**config.mk**
```make
export PLATFORM = sky130hd
export DESIGN_NAME = lzc_seq_flat
export DESIGN_NICKNAME = d
export VERILOG_FILES = /design/src/rtl/lzc_seq_pkg.sv /design/src/rtl/lzc_seq_if.sv /design/src/rtl/lzc_16.sv /design/src/rtl/lzc_seq.sv /design/src/flat_wrapper.sv
export SDC_FILE = /design/constraint.sdc
export NUM_CORES = 1
export LEC_CHECK = 0
export ABC_AREA = 1
export CORE_ASPECT_RATIO = 1.1
export CORE_MARGIN = 1
export CORE_UTILIZATION = 55
export CTS_CLUSTER_DIAMETER = 120
export DETAILED_ROUTE_END_ITERATION = 7
export PLACE_DENSITY = 0.82
export SETUP_SLACK_MARGIN = 0.1
export SLEW_MARGIN = 15
export SYNTH_ARGS = -nofsm -noshare
export SYNTH_HDL_FRONTEND = slang
export SYNTH_SLANG_ARGS = --single-unit
export TNS_END_PERCENT = 5
```
**constraint.sdc**
```tcl
create_clock -name clock -period 3 [get_ports clock]
set_clock_uncertainty 0.15 [all_clocks]
set_input_delay 0.75 -clock clock [delete_from_list [all_inputs] [get_ports clock]]
set_output_delay 0.75 -clock clock [all_outputs]
set_load 0.005 [all_outputs]
```
**src/rtl/lzc_seq_pkg.sv**
```systemverilog
// Shared types and constants for the lzc_seq leading-zero-count / normalize engine.
package lzc_seq_pkg;
  typedef enum logic [1:0] {IDLE, SCAN, SHIFT, DONE} state_t;

  localparam logic REQ_A = 1'b0;
  localparam logic REQ_B = 1'b1;

  localparam int DEF_XLEN = 64;
  localparam int DEF_SLEN = 16;
  localparam int NCHUNK   = DEF_XLEN / DEF_SLEN;
endpackage

```
**src/rtl/lzc_seq_if.sv**
```systemverilog
// Request/result handshake bundle for lzc_seq: two requester ports and one result port.
interface lzc_seq_if #(
  parameter int XLEN = 64,
  parameter int XLOG = 6
);
  logic            a_valid;
  logic            a_ready;
  logic [XLEN-1:0] a_data;
  logic            b_valid;
  logic            b_ready;
  logic [XLEN-1:0] b_data;
  logic            res_valid;
  logic            res_ready;
  logic            res_id;
  logic [XLOG:0]   res_count;
  logic            res_zero;
  logic [XLEN-1:0] res_norm;

  modport slave (
    input  a_valid, a_data, b_valid, b_data, res_ready,
    output a_ready, b_ready, res_valid, res_id, res_count, res_zero, res_norm
  );
  modport master (
    output a_valid, a_data, b_valid, b_data, res_ready,
    input  a_ready, b_ready, res_valid, res_id, res_count, res_zero, res_norm
  );
endinterface

```
**src/rtl/lzc_16.sv**
```systemverilog
// 16-bit leading-one locator: o_v = any bit set, o_c = index of the highest set bit.
module lzc_16 (
  input  logic [15:0] i_d,
  output logic        o_v,
  output logic [3:0]  o_c
);
  always_comb begin
    o_c = '0;
    // Later iterations overwrite earlier ones, so the highest set bit wins.
    for (int i = 0; i < 16; i++)
      if (i_d[i]) o_c = 4'(i);
  end

  assign o_v = |i_d;
endmodule

```
**src/rtl/lzc_seq.sv**
```systemverilog
// Multi-cycle LZC + normalize shared by two requesters with round-robin arbitration.
// Optional LZC_SEQ_PERF_EN adds saturating perf_scan / perf_ops counters.
module lzc_seq
  import lzc_seq_pkg::*;
#(
  parameter int XLEN = DEF_XLEN,
  parameter int SLEN = DEF_SLEN,
  parameter int XLOG = 6,
  parameter int SLOG = 4
) (
  input  logic        clock,
  input  logic        reset,
  lzc_seq_if.slave    bus
`ifdef LZC_SEQ_PERF_EN
  ,
  output logic [31:0] perf_scan,
  output logic [31:0] perf_ops
`endif
);
  localparam int NCHK = XLEN / SLEN;
  localparam logic [XLOG-1:0] KLAST = XLOG'(NCHK - 1);

  state_t          r_state;
  logic            r_ptr, r_id, r_zero, r_valid;
  logic [XLEN-1:0] r_data, r_scan, r_norm;
  logic [XLOG:0]   r_cnt;
  logic [XLOG-1:0] r_k;

  logic            w_idle, w_gnt_a, w_gnt_b, w_v;
  logic [SLOG-1:0] w_c, w_lz;

  assign w_idle  = (r_state == IDLE) && !reset;
  assign w_gnt_a = w_idle && bus.a_valid && (!bus.b_valid || r_ptr == REQ_A);
  assign w_gnt_b = w_idle && bus.b_valid && (!bus.a_valid || r_ptr == REQ_B);
  assign w_lz    = ~w_c;

  // r_scan is shifted up one chunk per empty step, so the lzc always sees its top chunk.
  lzc_16 u_lzc (
    .i_d (r_scan[XLEN-1 -: SLEN]),
    .o_v (w_v),
    .o_c (w_c)
  );

  always_ff @(posedge clock) begin
    if (reset) begin
      r_state <= IDLE;
      r_ptr   <= REQ_A;
      r_id    <= REQ_A;
      r_zero  <= 1'b0;
      r_valid <= 1'b0;
      r_data  <= '0;
      r_scan  <= '0;
      r_norm  <= '0;
      r_cnt   <= '0;
      r_k     <= '0;
    end else begin
      case (r_state)
        IDLE: if (w_gnt_a || w_gnt_b) begin
          r_data  <= w_gnt_a ? bus.a_data : bus.b_data;
          r_scan  <= w_gnt_a ? bus.a_data : bus.b_data;
          r_id    <= w_gnt_a ? REQ_A : REQ_B;
          r_ptr   <= w_gnt_a ? REQ_B : REQ_A;
          r_cnt   <= '0;
          r_k     <= '0;
          r_zero  <= 1'b0;
          r_state <= SCAN;
        end
        SCAN: if (w_v) begin
          r_cnt   <= r_cnt + {{(XLOG+1-SLOG){1'b0}}, w_lz};
          r_state <= SHIFT;
        end else if (r_k == KLAST) begin
          r_cnt   <= (XLOG+1)'(XLEN);
          r_zero  <= 1'b1;
          r_state <= SHIFT;
        end else begin
          r_cnt   <= r_cnt + (XLOG+1)'(SLEN);
          r_k     <= r_k + 1'b1;
          r_scan  <= r_scan << SLEN;
        end
        SHIFT: begin
          r_norm  <= r_data << r_cnt;
          r_valid <= 1'b1;
          r_state <= DONE;
        end
        DONE: if (bus.res_ready) begin
          r_valid <= 1'b0;
          r_state <= IDLE;
        end
        default: r_state <= IDLE;
      endcase
    end
  end

  assign bus.a_ready   = w_gnt_a;
  assign bus.b_ready   = w_gnt_b;
  assign bus.res_valid = r_valid;
  assign bus.res_id    = r_id;
  assign bus.res_count = r_cnt;
  assign bus.res_zero  = r_zero;
  assign bus.res_norm  = r_norm;

`ifdef LZC_SEQ_PERF_EN
  logic [31:0] r_perf_scan, r_perf_ops;

  always_ff @(posedge clock) begin
    if (reset) begin
      r_perf_scan <= '0;
      r_perf_ops  <= '0;
    end else begin
      if (r_state == SCAN && r_perf_scan != '1) r_perf_scan <= r_perf_scan + 1'b1;
      if (r_valid && bus.res_ready && r_perf_ops != '1) r_perf_ops <= r_perf_ops + 1'b1;
    end
  end

  assign perf_scan = r_perf_scan;
  assign perf_ops  = r_perf_ops;
`endif
endmodule
```
**src/flat_wrapper.sv**
```systemverilog
// flat-port wrapper written by rule: the top's interface ports become plain ports
module lzc_seq_flat import lzc_seq_pkg::*;
#(
  parameter int XLEN = DEF_XLEN,
  parameter int SLEN = DEF_SLEN,
  parameter int XLOG = 6,
  parameter int SLOG = 4
)
  (clock, reset, bus_a_valid, bus_a_data, bus_b_valid, bus_b_data, bus_res_ready, bus_a_ready, bus_b_ready, bus_res_valid, bus_res_id, bus_res_count, bus_res_zero, bus_res_norm);
  lzc_seq_if #(.XLEN(XLEN), .XLOG(XLOG)) bus_i ();
  input  logic clock;
  input  logic reset;
  input wire logic [$bits(bus_i.a_valid)-1:0] bus_a_valid;
  input wire logic [$bits(bus_i.a_data)-1:0] bus_a_data;
  input wire logic [$bits(bus_i.b_valid)-1:0] bus_b_valid;
  input wire logic [$bits(bus_i.b_data)-1:0] bus_b_data;
  input wire logic [$bits(bus_i.res_ready)-1:0] bus_res_ready;
  output wire logic [$bits(bus_i.a_ready)-1:0] bus_a_ready;
  output wire logic [$bits(bus_i.b_ready)-1:0] bus_b_ready;
  output wire logic [$bits(bus_i.res_valid)-1:0] bus_res_valid;
  output wire logic [$bits(bus_i.res_id)-1:0] bus_res_id;
  output wire logic [$bits(bus_i.res_count)-1:0] bus_res_count;
  output wire logic [$bits(bus_i.res_zero)-1:0] bus_res_zero;
  output wire logic [$bits(bus_i.res_norm)-1:0] bus_res_norm;
  assign bus_i.a_valid = bus_a_valid;
  assign bus_i.a_data = bus_a_data;
  assign bus_i.b_valid = bus_b_valid;
  assign bus_i.b_data = bus_b_data;
  assign bus_i.res_ready = bus_res_ready;
  assign bus_a_ready = bus_i.a_ready;
  assign bus_b_ready = bus_i.b_ready;
  assign bus_res_valid = bus_i.res_valid;
  assign bus_res_id = bus_i.res_id;
  assign bus_res_count = bus_i.res_count;
  assign bus_res_zero = bus_i.res_zero;
  assign bus_res_norm = bus_i.res_norm;
  lzc_seq #(.XLEN(XLEN), .SLEN(SLEN), .XLOG(XLOG), .SLOG(SLOG)) u_core (.clock(clock), .reset(reset), .bus(bus_i));
endmodule
```
-- After elaboration in Yosys (flattened, before gate mapping)
Cells that the tools add are included.
- add/subtract/negate cells: 3
- eq/ne operators: 10
- shift operators: 1
- multiplexer cells: 41
- bitwise operators: 2
- reduce and logical (&&, ||, !) cells: 21
- operator list (cell ; number):
    2-to-1 mux 64 bit ; 4
    one-hot mux 64 bit (2 select lines) ; 1
    << shifter 64 x 7 -> 64 bit ; 1
    2-to-1 mux 4 bit ; 14
    2-to-1 mux 7 bit ; 3
    2-to-1 mux 6 bit ; 3
    OR reduction 16 bit ; 1
    one-hot mux 7 bit (2 select lines) ; 1
    one-hot mux 6 bit (2 select lines) ; 1
    2-to-1 mux 2 bit ; 4
    inequality test 2 bit, second input constant ; 4
    one-hot mux 2 bit (4 select lines) ; 1
    AND reduction 4 bit ; 2
    adder 7 x 4 -> 7 bit ; 1
    adder 7 x 5 -> 7 bit, second input constant ; 1
    2-to-1 mux 1 bit ; 7
    adder 6 x 1 -> 6 bit, second input constant ; 1
    equality test 6 x 2 -> 1 bit, second input constant ; 1
    AND reduction 2 bit ; 3
    logical AND 1 bit ; 5
    equality test 2 bit, second input constant ; 2
    NOT 4 bit ; 1
    one-hot mux 1 bit (2 select lines) ; 2
    nonzero test 2 bit ; 2
    8 further kinds ; 12
- flip-flop bits (word level): 211
- bits of input ports: 133
- output and inout port bits: 76
- word-level logic and storage cells: 88

-- Logic depth before layout (Yosys ltp)
- word-level depth: 19
- depth in mapped cells: 24
- gate-level depth less buffers: 24

-- Hierarchy
Synthesis repeated with hierarchy kept, for this count alone.
- cells, all modules: 2122
- area, all modules: 12982.5 um^2
- by module, submodules not included (module ; times used ; cells each ; area an instance (um^2) ; seq. area each (um^2)):
    lzc_seq ; 1 ; 2074 ; 12791.0 ; 4224.1
    lzc_16 ; 1 ; 48 ; 191.4 ; 0.0

-- Worst setup path before layout
Ideal clock, no wire load.
- kind: input-to-output
- from: input port reset
- to: output port bus_a_ready
- data arrival time: 1.534 ns
- slack: 0.566 ns
- cell stages on the path: 6
- path buffers: 3
- path through: buf_6 -> inv_4 -> nand4_1 -> inv_2 -> buf_2 -> buf_2
- word-level cells in the longest chain between the ends: 4
- ends and longest elaborated chain (what ; RTL line ; source):
    start, declared ; flat_wrapper.sv:12 ; input logic reset;
    zero test 1 bit ; lzc_seq.sv:32 ; assign w_idle = (r_state == IDLE) && !reset;
    logical AND 1 bit ; lzc_seq.sv:32 ;
    logical AND 1 bit (2 in series) ; lzc_seq.sv:33 ; assign w_gnt_a = w_idle && bus.a_valid && (!bus.b_valid || r_ptr == REQ_A);
    end, declared ; flat_wrapper.sv:18 ; output wire logic [$bits(bus_i.a_ready)-1:0] bus_a_ready;
Every way passes these cells.

-- Final worst setup path
- from: register u_core.r_scan[50]
- to: register u_core.r_cnt[6], in the netlist u_core.bus.res_count[6]
- word-level cells in the longest chain between the ends: 18
- elaborated cells between the ends (all ways): 19
- those cells by class: add/sub: 1; mux: 16; bitwise: 1; reduce/logical: 1
- ends and longest elaborated chain (what ; RTL line ; source):
    start, declared ; lzc_seq.sv:25 ; logic [XLEN-1:0] r_data, r_scan, r_norm;
    start signal, assigned ; lzc_seq.sv:60 ; r_scan <= w_gnt_a ? bus.a_data : bus.b_data;
    start signal, assigned ; lzc_seq.sv:78 ; r_scan <= r_scan << SLEN;
    2-to-1 mux 4 bit (14 in series) ; lzc_16.sv:11 ; if (i_d[i]) o_c = 4'(i);
    NOT 4 bit ; lzc_seq.sv:35 ; assign w_lz = ~w_c;
    adder 7 x 4 -> 7 bit ; lzc_seq.sv:69 ; r_cnt <= r_cnt + {{(XLOG+1-SLOG){1'b0}}, w_lz};
    2-to-1 mux 7 bit (*) ; lzc_seq.sv:68 ; SCAN: if (w_v) begin
    one-hot mux 7 bit (2 select lines) (*) ; lzc_seq.sv:57 ; case (r_state)
    end signal, assigned ; lzc_seq.sv:69 ;
    end signal, assigned ; lzc_seq.sv:72 ; r_cnt <= (XLOG+1)'(XLEN);
    end signal, assigned ; lzc_seq.sv:76 ; r_cnt <= r_cnt + (XLOG+1)'(SLEN);
    end, declared ; lzc_seq.sv:26 ; logic [XLOG:0] r_cnt;
Mark *: on every way between the ends. The rest lies on a longest branch, timed or not.
A chain may end at the register's enable or synchronous reset.

==> results <==
==> registers in the layout, indices dropped and copies added, names as in the netlist <==
register	flops
u_core.bus.res_zero	1
u_core.r_data	64
u_core.bus.res_norm	64
u_core.bus.res_valid	1
u_core.r_state	2
u_core.bus.res_id	1
u_core.bus.res_count	7
u_core.r_k	6
u_core.r_scan	64
u_core.r_ptr	1
==> critical path: cells and delay by family, from the launching register on <==
kind	cells	cell delay, ns
AO/OA/AOI/OAI	3	0.36
XOR/XNOR	1	0.13
adder cells (fa/ha/maj)	2	0.56
buffers and inverters	3	0.18
flip-flops	1	0.33
AND/OR/NAND/NOR	15	0.89
==> power groups by stage <==
stage / sequential [mW] / clock (mW) / combinational, mW
6_report: 4.23 / 3.07 / 9.02
5_1_grt: 4.29 / 3.21 / 9.95
4_1_cts: 4.19 / 3.09 / 8.81
3_5_place_dp: 4.24 / 0 / 8.73
3_3_place_gp: 4.23 / 0 / 8.62
2_1_floorplan: 4.03 / 0 / 5.99
==> cell type report <==
cell class,count,area (µm²),share of cell area
multi-input cells,1607,7580,0.475
flip-flops and latches,211,4230,0.265
repair buffers,259,2600,0.163
clock buffers,30,632,0.0396
well taps,300,375,0.0235
inverters,94,360,0.0226
clock inverters,10,180,0.0113
==> layer usage <==
layer  vias up  track usage  share of wire  routed length, µm
li1       7226            -              -                  -
met1      6821        0.477           0.42              18100
met2       734        0.592           0.47              20300
met3       124       0.0376          0.075               3290
met4         0        0.149          0.043               1870
met5         -            0              0                  0
==> cells in the final DEF, fill, tap and decap left out, drive strengths merged, types with 2 or more instances in the layout <==
cell	count
a21o	35
a21oi	147
a22oi	4
a31oi	55
and2	16
buf	52
bufinv	5
clkbuf	30
clkdlybuf4s50	205
clkinv	3
clkinvlp	2
dfxtp	211
ha	10
inv	94
nand2	619
nand3	448
nand4	18
nor2	96
nor3	4
o211ai	4
o21ai	140
or2	4
xor2	4
==> repair_timing <==
action	CTS	global route
pin swaps	2	3
endpoints found under the setup margin	2	3
endpoints found under the hold margin	0	0
resized for setup	5	11
gates cloned	0	0
setup buffers	2	2
==> metrics by stage <==
| step | area [µm²] | setup WS, ns |
|---|---|---|
| 6_report | 16000 | 0.275 |
| 5_1_grt | 16000 | 0.0262 |
| 4_1_cts | 15900 | 0.0930 |
| 3_5_place_dp | 15100 | -0.0169 |
| 3_3_place_gp | 15100 | 0.00383 |
| 2_1_floorplan | 12800 | 0.566 |
==> worst paths after layout <==
kind | startpoint | end | slack, ns
setup reg to reg | u_core.r_scan[50]$_SDFFE_PP0P_ | u_core.bus.res_count[6]$_SDFFE_PP0P_ | 0.28
hold reg to reg | u_core.r_scan[47]$_SDFFE_PP0P_ | u_core.r_scan[47]$_SDFFE_PP0P_ | 0.30
setup / recovery | u_core.r_scan[50]$_SDFFE_PP0P_ | u_core.bus.res_count[6]$_SDFFE_PP0P_ | 0.28
hold / removal | u_core.r_scan[47]$_SDFFE_PP0P_ | u_core.r_scan[47]$_SDFFE_PP0P_ | 0.30
==> cells by family after synthesis <==
family / Yosys count / share of synthesized area
buffers and inverters: 252 / 0.0822
DFF: 211 / 0.330
and+or+nand+nor: 1205 / 0.408
AOI/OAI and AO/OA: 386 / 0.165
adders and majority gates: 11 / 0.0113
xor gates and xnor gates: 5 / 0.00342
==> impl_metrics.tcl <==
set metrics [dict create \
    status "complete, no violations" \
    post_drt_wl_per_cell_um 17.4 \
    crit_arrival_ns 2.94 \
    syn_avg_cell_area_um2 6.19 \
    synth_edf_count 0 \
    fp-row-count 58 \
    drv_slew 0 \
    synth_top_area_share 0.330 \
    cpMostUsedCell "nand2_1" \
    nets 2340 \
    ys_seq_area_frac 0.330 \
    htreeDepth 1 \
    area_growth_pct 24.5 \
    port_buffers 208 \
    async_flop_share 0 \
    grt_overflow_total 0 \
    clockRootBuffer "clkbuf_16" \
    clk_path_buf_depth 3 \
    cts.clk_slew.worst_paths_ns 0.06 \
    ys_ff_latch 211 \
    clock_latency_ns 0.52 \
    netlist_area_mm2 0.0128 \
    die_w_um 148 \
    power.share.combinational 0.553 \
    pwr-share-seq 0.259 \
    slowest_stage "fa_2" \
    post-route-util 0.698 \
    layout-drive-gt1-share 0.0597 \
    start_kind "flop" \
    synth_warnings 0 \
    p_int_mw 8.70 \
    finalCriticalPeriod_ns 2.72 \
    ys_types 36 \
    synth_top_cell_by_area "dfxtp_1" \
    critPathKind "flop to flop" \
    r2r_cells 24 \
    hold_path_class "flop to flop" \
    io_pins 209 \
    grt_max_degree 94 \
    grt_pass1_wl_mm 68.9 \
    grt_pass1_vias 13400 \
    fin_crit_sh 0.908 \
    finalSetupViolations 0 \
    vias 14900 \
    synth.most_common_cell "nand2_1" \
    critical_path.endpoint_type "flop" \
    tritoncts "built" \
    rsz0062_at_grt "yes" \
    hold_viol 0 \
    switching_share 0.467 \
    dieArea_mm2 0.0239 \
    cp_max_fo 3 \
    clockPowerShare 0.188 \
    cts_hold_repair.buffers 0 \
    clock-sinks 211 \
    critPathRequiredTime_ns 3.22 \
    synth-main-ff-cell "dfxtp_1" \
    route.detailed.drc 0 \
    powerDensity_mw_per_mm2 1020 \
    grt_antenna_before_repair 0 \
    setup_tns_ns 0 \
    core_mm2 0.0229 \
    hold_path_depth 2 \
    leakagePower_nw 6.86 \
    dp_hpwl_mm 31.7 \
    worstMarginPinSlew_ns 0.928 \
    drt_first_pass_iters 7 \
    drt_iter0_markers 1703 \
    maxCapViolations 0 \
    ir_worst_vdd_mv 0.673 \
    numCtsBuffers 23 \
    fill_cells 2065 \
    final_antenna_net_count 0 \
    power_mw 16.3 \
    crit_path_max_incr_delay_ns 0.35 \
    wl_mm 43.6 \
    whs_ns 0.301 \
    start_util 0.561 \
    path_cells "inv_2 -> nand2_1 -> nand2_1 -> nand2_1 -> nand2_1 -> nand2_1 -> nand2_1 -> nand2_1 -> nand2_1 -> nand2_1 -> nand2_1 -> nand2_1 -> nand2_1 -> a21oi_2 -> ha_2 -> inv_1 -> fa_2 -> inv_2 -> nand4_1 -> o21ai_2 -> xnor2_1 -> nand2_1 -> nand4_1 -> a21oi_2" \
    die_h_um 162 \
    netlist_instances 2070 \
    power_switching_mw 7.63 \
    gr-usage-all-layers 0.358 \
    max_freq_ghz 0.367 \
    netlist_top_cells_count "613 x nand2_1, 448 x nand3_1, 211 x dfxtp_1, 145 x a21oi_1, 105 x clkbuf_1" \
    gp_congestion 0.958 \
    slew_headroom 0.381 \
    dpl.cell_count 2467 \
    synth_nets 2214 \
    viasPerCell 5.94 \
    yosys-top-cells-area "dfxtp_1 33%, nand2_1 18%, nand3_1 17%" \
    stdcell_count 2511 \
    diodes 0 \
]
Power figures use the tool's default switching activity.
